--- src/rtl/seven_seg_scan_ctrl.sv ---
// Scan controller for a common-anode multi-digit 7-segment display. Host writes are committed
// only at frame boundaries. Optional macro SEVEN_SEG_LEADING_ZERO_BLANK_EN hides leading zeros.
module seven_seg_scan_ctrl #(
   parameter int unsigned NUM_DIGITS   = 4,
   parameter int unsigned DRIVE_CYCLES = 50000,
   parameter int unsigned BLANK_CYCLES = 500
) (
   input  logic                    i_CLK,
   input  logic                    i_RST,
   input  logic                    i_ENABLE,
   input  logic                    i_WR_EN,
   input  logic [4*NUM_DIGITS-1:0] i_WR_DATA,
   input  logic [NUM_DIGITS-1:0]   i_WR_DP,
   output logic                    o_WR_READY,
   output logic [3:0]              o_NIBBLE,
   output logic                    o_DP,
   output logic                    o_BLANK,
   output logic [NUM_DIGITS-1:0]   o_DIGIT_SEL,
   output logic                    o_FRAME_DONE
);

   localparam int unsigned MAX_CYCLES = (DRIVE_CYCLES > BLANK_CYCLES) ? DRIVE_CYCLES
                                                                      : BLANK_CYCLES;
   localparam int unsigned CNT_W = $clog2(MAX_CYCLES + 1);
   localparam int unsigned IDX_W = (NUM_DIGITS > 1) ? $clog2(NUM_DIGITS) : 1;

   localparam logic [CNT_W-1:0] DRIVE_LAST = CNT_W'(DRIVE_CYCLES - 1);
   localparam logic [CNT_W-1:0] BLANK_LAST =
      CNT_W'((BLANK_CYCLES > 0) ? (BLANK_CYCLES - 1) : 0);
   localparam logic [IDX_W-1:0] IDX_LAST   = IDX_W'(NUM_DIGITS - 1);

   typedef enum logic [1:0] {StIdle, StBlank, StDrive} state_e;

   state_e                  state_q, state_d;
   logic [IDX_W-1:0]        idx_q, idx_d;
   logic [CNT_W-1:0]        cnt_q, cnt_d;

   logic [4*NUM_DIGITS-1:0] active_data_q, active_data_d;
   logic [NUM_DIGITS-1:0]   active_dp_q, active_dp_d;
   logic [4*NUM_DIGITS-1:0] pend_data_q;
   logic [NUM_DIGITS-1:0]   pend_dp_q;
   logic                    pend_valid_q, pend_valid_d;

   logic                    frame_end;
   logic                    commit;
   logic                    accept;
   logic [3:0]              nib_sel;
   logic                    dp_sel;
   logic                    suppress;
   logic                    drive_d;
   logic [NUM_DIGITS-1:0]   sel_d;
   logic                    frame_done_d;

   // Next-state for the scan sequencer; i_ENABLE low overrides everything.
   always_comb begin
      state_d = state_q;
      idx_d   = idx_q;
      cnt_d   = cnt_q;
      if (!i_ENABLE) begin
         state_d = StIdle;
         idx_d   = '0;
         cnt_d   = '0;
      end else begin
         case (state_q)
            StIdle: begin
               idx_d   = '0;
               cnt_d   = '0;
               state_d = (BLANK_CYCLES == 0) ? StDrive : StBlank;
            end
            StBlank: begin
               if (cnt_q == BLANK_LAST) begin
                  cnt_d   = '0;
                  state_d = StDrive;
               end else begin
                  cnt_d = cnt_q + CNT_W'(1);
               end
            end
            StDrive: begin
               if (cnt_q == DRIVE_LAST) begin
                  cnt_d   = '0;
                  idx_d   = (idx_q == IDX_LAST) ? '0 : (idx_q + IDX_W'(1));
                  state_d = (BLANK_CYCLES == 0) ? StDrive : StBlank;
               end else begin
                  cnt_d = cnt_q + CNT_W'(1);
               end
            end
            default: begin
               state_d = StIdle;
               idx_d   = '0;
               cnt_d   = '0;
            end
         endcase
      end
   end

   // Double buffer: accept and commit are mutually exclusive since ready tracks !pend_valid.
   always_comb begin
      frame_end     = (state_q == StDrive) && (cnt_q == DRIVE_LAST) && (idx_q == IDX_LAST);
      commit        = pend_valid_q && ((state_q == StIdle) || frame_end);
      accept        = i_WR_EN && o_WR_READY;
      active_data_d = commit ? pend_data_q : active_data_q;
      active_dp_d   = commit ? pend_dp_q : active_dp_q;
      pend_valid_d  = accept || (pend_valid_q && !commit);
   end

   always_comb begin
      nib_sel = 4'h0;
      dp_sel  = 1'b0;
      for (int k = 0; k < NUM_DIGITS; k++) begin
         if (idx_d == IDX_W'(k)) begin
            nib_sel = active_data_d[4*k +: 4];
            dp_sel  = active_dp_d[k];
         end
      end
   end

`ifdef SEVEN_SEG_LEADING_ZERO_BLANK_EN
   // Digit k>0 is hidden when it and every more significant nibble are zero.
   always_comb begin
      logic upper_zero;
      upper_zero = 1'b1;
      suppress   = 1'b0;
      for (int k = NUM_DIGITS - 1; k >= 1; k--) begin
         upper_zero = upper_zero && (active_data_d[4*k +: 4] == 4'h0);
         if (idx_d == IDX_W'(k)) begin
            suppress = upper_zero;
         end
      end
   end
`else
   assign suppress = 1'b0;
`endif

   // Outputs are decoded from next-state so the pins line up with the state registers.
   always_comb begin
      drive_d = (state_d == StDrive) && !suppress;
      for (int k = 0; k < NUM_DIGITS; k++) begin
         sel_d[k] = !(drive_d && (idx_d == IDX_W'(k)));
      end
      frame_done_d = (state_d == StDrive) && (idx_d == IDX_LAST) && (cnt_d == DRIVE_LAST);
   end

   always_ff @(posedge i_CLK) begin
      if (i_RST) begin
         state_q       <= StIdle;
         idx_q         <= '0;
         cnt_q         <= '0;
         active_data_q <= '0;
         active_dp_q   <= '0;
         pend_data_q   <= '0;
         pend_dp_q     <= '0;
         pend_valid_q  <= 1'b0;
         o_WR_READY    <= 1'b1;
         o_NIBBLE      <= 4'h0;
         o_DP          <= 1'b0;
         o_BLANK       <= 1'b1;
         o_DIGIT_SEL   <= '1;
         o_FRAME_DONE  <= 1'b0;
      end else begin
         state_q       <= state_d;
         idx_q         <= idx_d;
         cnt_q         <= cnt_d;
         active_data_q <= active_data_d;
         active_dp_q   <= active_dp_d;
         if (accept) begin
            pend_data_q <= i_WR_DATA;
            pend_dp_q   <= i_WR_DP;
         end
         pend_valid_q  <= pend_valid_d;
         o_WR_READY    <= !pend_valid_d;
         o_NIBBLE      <= drive_d ? nib_sel : 4'h0;
         o_DP          <= drive_d && dp_sel;
         o_BLANK       <= !drive_d;
         o_DIGIT_SEL   <= sel_d;
         o_FRAME_DONE  <= frame_done_d;
      end
   end

endmodule

--- config.mk ---
export PLATFORM = sky130hd
export DESIGN_NAME = seven_seg_scan_ctrl
export DESIGN_NICKNAME = d
export VERILOG_FILES = /design/src/rtl/seven_seg_scan_ctrl.sv
export SDC_FILE = /design/constraint.sdc
export NUM_CORES = 1
export LEC_CHECK = 0
export BUFFER_PORTS_ARGS = -buffer_cell sky130_fd_sc_hd__buf_4
export CAP_MARGIN = 30
export CORE_MARGIN = 2
export CORE_UTILIZATION = 28
export DETAILED_ROUTE_END_ITERATION = 16
export PLACE_DENSITY = 0.5
export SETUP_SLACK_MARGIN = 0.3
export SYNTH_ARGS = -nofsm -noshare
export SYNTH_HDL_FRONTEND = slang
export SYNTH_SLANG_ARGS = --single-unit
--- constraint.sdc ---
create_clock -name i_CLK -period 2.18 [get_ports i_CLK]
set_input_delay 0.218 -clock i_CLK [delete_from_list [all_inputs] [get_ports i_CLK]]
set_output_delay 0.218 -clock i_CLK [all_outputs]
set_load 0.05 [all_outputs]
==> reports/results.md, run 1 <==
## Status
• finished, violations left — outcome
• negative setup slack — violated checks

## Die
• 0.01094 sq mm — core area
• 110.2 microns — die span in x
• 0.01215 sq mm — Die Outline Area
• 36 — number of top-level design ports
• 38 — # rows
• 28.89% — starting density of the core
• 110.2 microns — height of the chip

## Placement
• 5560 microns — final HPWL from detailed placement
• 35 — IO Port Bufs
• 0.8149 — routability congestion estimate from global placement
• 561 — Cells after DPL

## CTS
• 9 — total CTS buffers
• 0 — total of hold buffers inserted after clock tree synthesis
• 73 — count of clock tree sinks
• clkbuf_16 — root buf cell
• 2 — clock tree buffer depth
• done — TritonCTS clock tree
• 3 — htree depth
• 0.06 ns — clock edge transition at the registers on the reported setup and hold paths
• 0.34 ns — clock insertion delay at the later pin of the skew report

## Synth
• 46.26% — top-area cell type share of the netlist area
• 73 — number of synthesized register bits
• dfxtp_1 — most instantiated flip-flop cell in the synthesis netlist
• 8.776 sq um — syn_area_per_cell
• 390 — Post-Synthesis Net Count
• simple AND/OR/NAND/NOR gates — largest family of logic cells by synthesized area
• 0% — async set-reset flop share out of synthesis
• 14.34% — fraction of the mapped netlist area in compound gates
• dfxtp_1, nand2_1, a21oi_1, mux2i_1, nor2_1 — largest cells by area after synthesis
• 2.376% — Synth Area in Adders
• 0 — EDFF count, synth
• 3.881% — xor-xnor portion of the synthesized cell area
• 360 — number of instances in the synthesized netlist
• 0 — number of warning messages in the yosys log
• 51 — unique cell type count in the Yosys netlist
• 6.099% — share of synthesized area spent on multiplexers
• dfxtp_1 — dominant cell type by area after synthesis
• 24.28% — area fraction in and, or, nand and nor cells after synthesis
• 0.003159 sq mm — netlist area before placement
• 46.26% — sequential share of the synthesized area

## Routing
• 287 microns — metal3 WL
• met4 — Highest Signal Layer
• 3634 microns — met2 wirelength from detailed routing
• 13.45 microns — wire length per cell after detailed routing
• 0 — DRC violations left
• 4.647 — via/cell ratio
• 0 — Routed Antenna Nets
• 3759 microns — routed length on met1
• 7852 microns — detailed-route wire length
• 2,714 — total number of vias
• 4 — number of search-and-repair iterations in the first detailed-routing pass
• 133 — DRT iter0 DRCs

## Pwr
• 7.1% — Comb power frac
• 24.61% — switching part of the total
• 2.284 mW — Power Internal
• 3.029 mW — Power Total
• 47.0% — share of total power in the clock network
• 45.9% — share of total power in sequential cells
• 662.2 mW/mm^2 — power density normalized to cell area
• 1.725 nW — static leakage power
• 745.4 uW — net switching component of the power
• 0.0003592 V — maximum VDD drop

## Critical path
• 2.50 ns — arrival time of data at the critical path endpoint
• 2.46 ns — critical path data required time
• register — critical path endpoint category
• register to register — type of the setup path with the least slack
• 6 — worst-path fanout max
• register — Worst setup SP type

## STA
• 4 — Finish-stage setup viols
• 2.222 ns — final period demand of the worst path
• 0.8112 ns — worst slew pin tran
• 0 — max-slew violation count
• -0.04202 ns — worst-case setup margin in the final layout
• 450.0 MHz — highest clock frequency the design can meet
• 0.008328 ns — worst clock skew
• 45.92% — slew margin rel.
• yes — RSZ-0062 raised after global routing
• 0 — Final Hold Violating Endpoints
• 101.9% — fin crit share
• -0.07892 ns — final-layout setup total negative slack

## Global routing
• 45 — maximum number of pins on one net before global-route repair
• 13.75% — global routing usage summed across all routing layers
• 12,700 microns — global-route wire length before repair
• 2,581 — via count of the first global-routing pass
• 0 — Overflow after GRT
• 0 — number of antenna violations at the first check in global routing

## Cells and area
• 0 — antenna cells
• 584 — Final Instance Count excl. Fillers
• buf_4, nand2_1, dfxtp_1 — commonest cells after routing, fill and taps aside
• 469 — Net count, final
• 0.001939 sq mm — total area of multi-input combinational cells
• 37.61% — ratio of cells with drive above 1 in the final layout
• buf_4 — most common library cell in the layout ignoring fill and taps
• 44.79% — area added between synthesis and finish
• 1,114 — fill cell total of the finished layout
• 0.001475 sq mm — flip-flop and latch area

## Hold path
• input port to register — HP Class

## Flow run
• 0 — maxcap violations

final timing paths:
check	start	slack, ns	cells after the start	endpoint
setup / recovery	cnt_q[14]$_SDFF_PP0_	-0.04	7	o_NIBBLE[2]$_SDFF_PP0_
hold / removal	i_WR_DATA[0]	0.12	3	pend_data_q[0]$_SDFFE_PP0P_
setup reg to reg	cnt_q[14]$_SDFF_PP0_	-0.04	7	o_NIBBLE[2]$_SDFF_PP0_
hold reg to reg	pend_data_q[15]$_SDFFE_PP0P_	0.46	2	pend_data_q[15]$_SDFFE_PP0P_
metal layers:
metal  global-route usage, %  vias up
met3                   3.998       14
met4                   5.357        0
li1                        -     1397
met1                   18.22     1263
met2                   21.08       40
met5                       0        -
final cells by class:
cell class / instances / area share [%]
multi-input cells: 265 / 42.40
flip-flops and latches: 73 / 32.25
repair buffers: 84 / 14.74
clock buffers: 10 / 5.224
well taps: 140 / 3.829
clock inverters: 6 / 1.067
inverters: 6 / 0.4923
power by group through the flow:
stage | logic [mW] | registers, mW | clock network, mW
finish | 0.215 | 1.39 | 1.42
floorplan | 0.112 | 1.41 | 0
CTS | 0.190 | 1.39 | 1.46
detailed placement | 0.186 | 1.42 | 0
global placement | 0.185 | 1.42 | 0
global route | 0.237 | 1.39 | 1.52
synth_stat cells, types with 5 or more instances:
master / n
dfxtp_1: 73
nand2_1: 73
nor2_1: 41
a21oi_1: 36
mux2i_1: 17
clkbuf_1: 11
nand3_1: 10
xor2_1: 9
and3_1: 8
ha_1: 6
o21ai_0: 6
inv_1: 5
o21a_1: 5
xnor2_1: 5
logic make-up after synthesis:
group                      Yosys count
and+or+nand+nor                    161
DFF                                 73
AOI/OAI and AO/OA                   66
xor gates and xnor gates            14
buffers and inverters               22
adders and majority gates            6
muxes                               18
state kept, by name (all words and copies together) (netlist names), 2 cells and up:
name           cells
active_dp_q        4
o_DIGIT_SEL        4
active_data_q     16
state_q            2
cnt_q             16
idx_q              2
pend_dp_q          4
o_NIBBLE           4
pend_data_q       16
critical path, stage by stage (launching register included):
cell and delay, ns:
dfxtp_2 0.32, or4_4 0.56, o41ai_4 0.38, o21ai_2 0.12
a211oi_4 0.30, inv_2 0.12, a221oi_2 0.19, o31a_1 0.16
metrics by stage:
step / setup slack (ns) / cell area, sq um / util, % / hold slack, ns
finish: -0.04202 / 4574 / 41.83 / 0.1205
global route: -0.1475 / 4574 / 41.83 / 0.1187
CTS: -0.04415 / 4248 / 38.84 / 0.1126
detailed placement: -0.05977 / 3909 / 35.74 / 0.4502
global placement: 0.01951 / 3909 / 35.74 / 0.4451
floorplan: 0.1050 / 3246 / - / 0.3540
repair_timing:
| item | 4_1_cts | 5_1_grt |
|---|---|---|
| gates resized for setup | 11 | 64 |
| setup buffers | 2 | 4 |
| gates cloned | 0 | 1 |
| pin swaps | 7 | 16 |
| endpoints found under the setup margin | 36 | 46 |
(Power assumes the default switching activity.)
==> run 2: changes to the inputs <==
--- a/config.mk
+++ b/config.mk
@@ -5,6 +5,7 @@
 export SDC_FILE = /design/constraint.sdc
 export NUM_CORES = 1
 export LEC_CHECK = 0
+export ABC_AREA = 1
 export BUFFER_PORTS_ARGS = -buffer_cell sky130_fd_sc_hd__buf_4
 export CAP_MARGIN = 30
 export CORE_MARGIN = 2
==> reports/results.md, run 2 <==
## Status
• finished, final reports clean — outcome

## Synth
• 7.127 sq um — syn_area_per_cell, -19%
• 447 — number of instances in the synthesized netlist, +24%
• nor2_1, nand2_1, dfxtp_1 — most numerous cell types in the synthesized netlist
• 477 — Post-Synthesis Net Count, +22%
• 29 — unique cell type count in the Yosys netlist, -43%
• 0 — number of warning messages in the yosys log, unchanged
• 0.003186 sq mm — netlist area before placement, +0.83%
• 0% — async set-reset flop share out of synthesis, unchanged
• dfxtp_1, nor2_1, nand2_1, nand3_1, inv_1 — largest cells by area after synthesis
• 0 — EDFF count, synth, unchanged
• dfxtp_1 — dominant cell type by area after synthesis
• 45.88% — sequential share of the synthesized area, -0.38 points
• nor2_1 — most instantiated library cell after synthesis
• dfxtp_1 — most instantiated flip-flop cell in the synthesis netlist
• 73 — number of synthesized register bits, unchanged
• 45.88% — top-area cell type share of the netlist area, -0.38 points

## CTS
• 73 — count of clock tree sinks, unchanged
• done — TritonCTS clock tree
• 9 — total CTS buffers, unchanged
• clkbuf_16 — root buf cell
• 0 — total of hold buffers inserted after clock tree synthesis, unchanged
• 3 — htree depth, unchanged
• 0.06 ns — clock edge transition at the registers on the reported setup and hold paths, about the same
• 2 — clock tree buffer depth, unchanged
• 0.32 ns — clock insertion delay at the later pin of the skew report, -0.02 ns

## Routing
• 0 — DRC violations left, unchanged
• 6 — number of search-and-repair iterations in the first detailed-routing pass, +2
• met4 — Highest Signal Layer
• 107 — DRT iter0 DRCs, -20%
• 251 microns — metal3 WL, -13%
• 7426 microns — detailed-route wire length, -5.4%
• 3227 microns — met2 wirelength from detailed routing, -11%
• 11.68 microns — wire length per cell after detailed routing, -13%
• 3886 microns — routed length on met1, +3.4%
• 2,801 — total number of vias, +3.2%
• 0 — Routed Antenna Nets, unchanged
• 4.404 — via/cell ratio, -5.2%

## STA
• yes — RSZ-0062 raised after global routing
• 0.006525 ns — worst clock skew, -0.001803 ns
• 83.94% — fin crit share, -18 points
• 0.3502 ns — worst-case setup margin in the final layout, +0.3922 ns
• 0 — Finish-stage setup viols, -4
• 546.5 MHz — highest clock frequency the design can meet, +21%
• 0.6237 ns — worst slew pin tran, -0.1875 ns
• 1.830 ns — final period demand of the worst path, -0.3922 ns
• 0 — max-slew violation count, unchanged
• 0 — Final Hold Violating Endpoints, unchanged
• 0 ns — final-layout setup total negative slack, +0.07892 ns
• 58.38% — slew margin rel., +12 points

## Global routing
• 12,020 microns — global-route wire length before repair, -5.4%
• 2,582 — via count of the first global-routing pass, +0.039%
• 29 — maximum number of pins on one net before global-route repair, -36%
• 0 — number of antenna violations at the first check in global routing, unchanged
• 11.97% — global routing usage summed across all routing layers, -1.8 points
• 0 — Overflow after GRT, unchanged

## Critical path
• register — critical path endpoint category
• 9 — worst-path fanout max, +3
• register to register — type of the setup path with the least slack
• 2.05 ns — arrival time of data at the critical path endpoint, -0.45 ns
• register — Worst setup SP type
• 2.40 ns — critical path data required time, -0.06 ns
• 0.35 ns — worst setup slack for register-to-register paths, +0.39 ns

## Die
• 110.7 microns — die span in x, +0.40%
• 29.00% — starting density of the core, +0.11 points
• 0.01225 sq mm — Die Outline Area, +0.80%
• 0.01098 sq mm — core area, +0.43%
• 36 — number of top-level design ports, unchanged
• 110.7 microns — height of the chip, +0.40%
• 38 — # rows, unchanged

## Placement
• 0.7934 — routability congestion estimate from global placement, -2.6%
• 612 — Cells after DPL, +9.1%
• 5237 microns — final HPWL from detailed placement, -5.8%
• 0.1042 ns — worst setup slack before clock tree synthesis, +0.1640 ns
• 35 — IO Port Bufs, unchanged

## Cells and area
• 28.12% — area added between synthesis and finish
• nor2_1 — most common library cell in the layout ignoring fill and taps
• active_data_q (16), cnt_q (16), pend_data_q (16) — largest registers
• 636 — Final Instance Count excl. Fillers, +8.9%
• 0 — antenna cells, unchanged
• nor2_1, nand2_1, dfxtp_1 — commonest cells after routing, fill and taps aside
• 522 — Net count, final, +11%
• 20.56% — ratio of cells with drive above 1 in the final layout, -17 points

## Pwr
• 1.824 nW — static leakage power, +5.8%
• 721.9 mW/mm^2 — power density normalized to cell area, +9.0%
• 2.946 mW — Power Total, -2.7%
• 0.0002931 V — maximum VDD drop, -18%

## Hold path
• input port to register — HP Class

## Flow run
• 0 — maxcap violations, unchanged

-- run 2: cell types whose count changed in the layout (fill, tap and decap cells not counted), moves of 6 or more --
cell | previous run | this run
nor2_1 | 28 | 99
o21ai_1 | 2 | 11
buf_4 | 79 | 44
nand2_1 | 72 | 94
mux2i_4 | 8 | 0
inv_1 | 4 | 34
nand3_1 | 9 | 27
a21oi_1 | 33 | 13
nor2_4 | 10 | 4
mux2i_1 | 7 | 0
and3_1 | 6 | 0
nand2_2 | 1 | 7
o21ai_0 | 5 | 22
-- run 2: repair_timing --
item / 4_1_cts / 5_1_grt
cloned: 0 / 2
resized for setup: 11 / 27
setup endpoints to repair: 21 / 21
buffers inserted: 0 / 7
pin swaps: 4 / 11
-- run 2: layout make-up --
type	count	area (sq um)
Fill cell	1160	6902
Multi-Input combinational cell	320	1629
Clock inverter	3	17.52
Tap cell	140	175.2
Clock buffer	12	246.5
Inverter	41	153.9
Timing Repair Buffer	47	390.4
Sequential cell	73	1469
-- run 2: kinds of logic (layout without fill, tap and decap cells) --
kind of cell / count (synthesis) / count (layout) / synth area share, %
DFF: 73 / 73 / 45.88
adders and majority gates: 6 / 6 / 2.357
and+or+nand+nor: 257 / 258 / 34.92
AOI/OAI and AO/OA: 49 / 49 / 7.856
xor gates and xnor gates: 7 / 7 / 1.925
buffers and inverters: 55 / 103 / 7.070
-- run 2: power breakdown --
group,internal (mW),switching [mW]
combinational,0.0938,0.135
sequential,1.39,0.0240
clock,0.791,0.515
total,2.27,0.675
-- run 2: final timing paths --
check | end | cells past startpoint | start
setup / recovery | o_NIBBLE[1]$_SDFF_PP0_ | 14 | cnt_q[1]$_SDFF_PP0_
setup reg to reg | o_NIBBLE[1]$_SDFF_PP0_ | 14 | cnt_q[1]$_SDFF_PP0_
hold reg to reg | active_data_q[2]$_SDFF_PP0_ | 2 | active_data_q[2]$_SDFF_PP0_
hold / removal | pend_data_q[10]$_SDFFE_PP0P_ | 3 | i_WR_DATA[10]
-- run 2: worst max-delay path: stages (launching register included) --
cell     delay (ns)
dfxtp_2        0.35
ha_4           0.16
nand3_4        0.10
nor2_4         0.21
nand2_2        0.08
nand2_1        0.08
nand2_1        0.08
nand2_1        0.11
nand2_4        0.09
nand2_4        0.13
nor2_1         0.09
nand2_1        0.06
nand2_1        0.06
nor2_1         0.08
nor2_1         0.05
-- run 2: per-stage QoR --
| stage | hold WS [ns] | utilization (%) | instance area [sq um] |
|---|---|---|---|
| after floorplan | 0.3732 | - | 3186 |
| after global placement | 0.4406 | 32.62 | 3582 |
| after detailed placement | 0.4610 | 32.62 | 3582 |
| after CTS | 0.1333 | 35.52 | 3901 |
| after global routing | 0.1366 | 37.16 | 4081 |
| final | 0.1407 | 37.16 | 4081 |
-- run 2: per-layer routing --
| layer | vias to the layer above | GRT usage [%] |
|---|---|---|
| met1 | 1246 | 16.36 |
| met5 | - | 0 |
| met2 | 47 | 18.49 |
| met4 | 0 | 3.250 |
| li1 | 1503 | - |
| met3 | 5 | 3.499 |
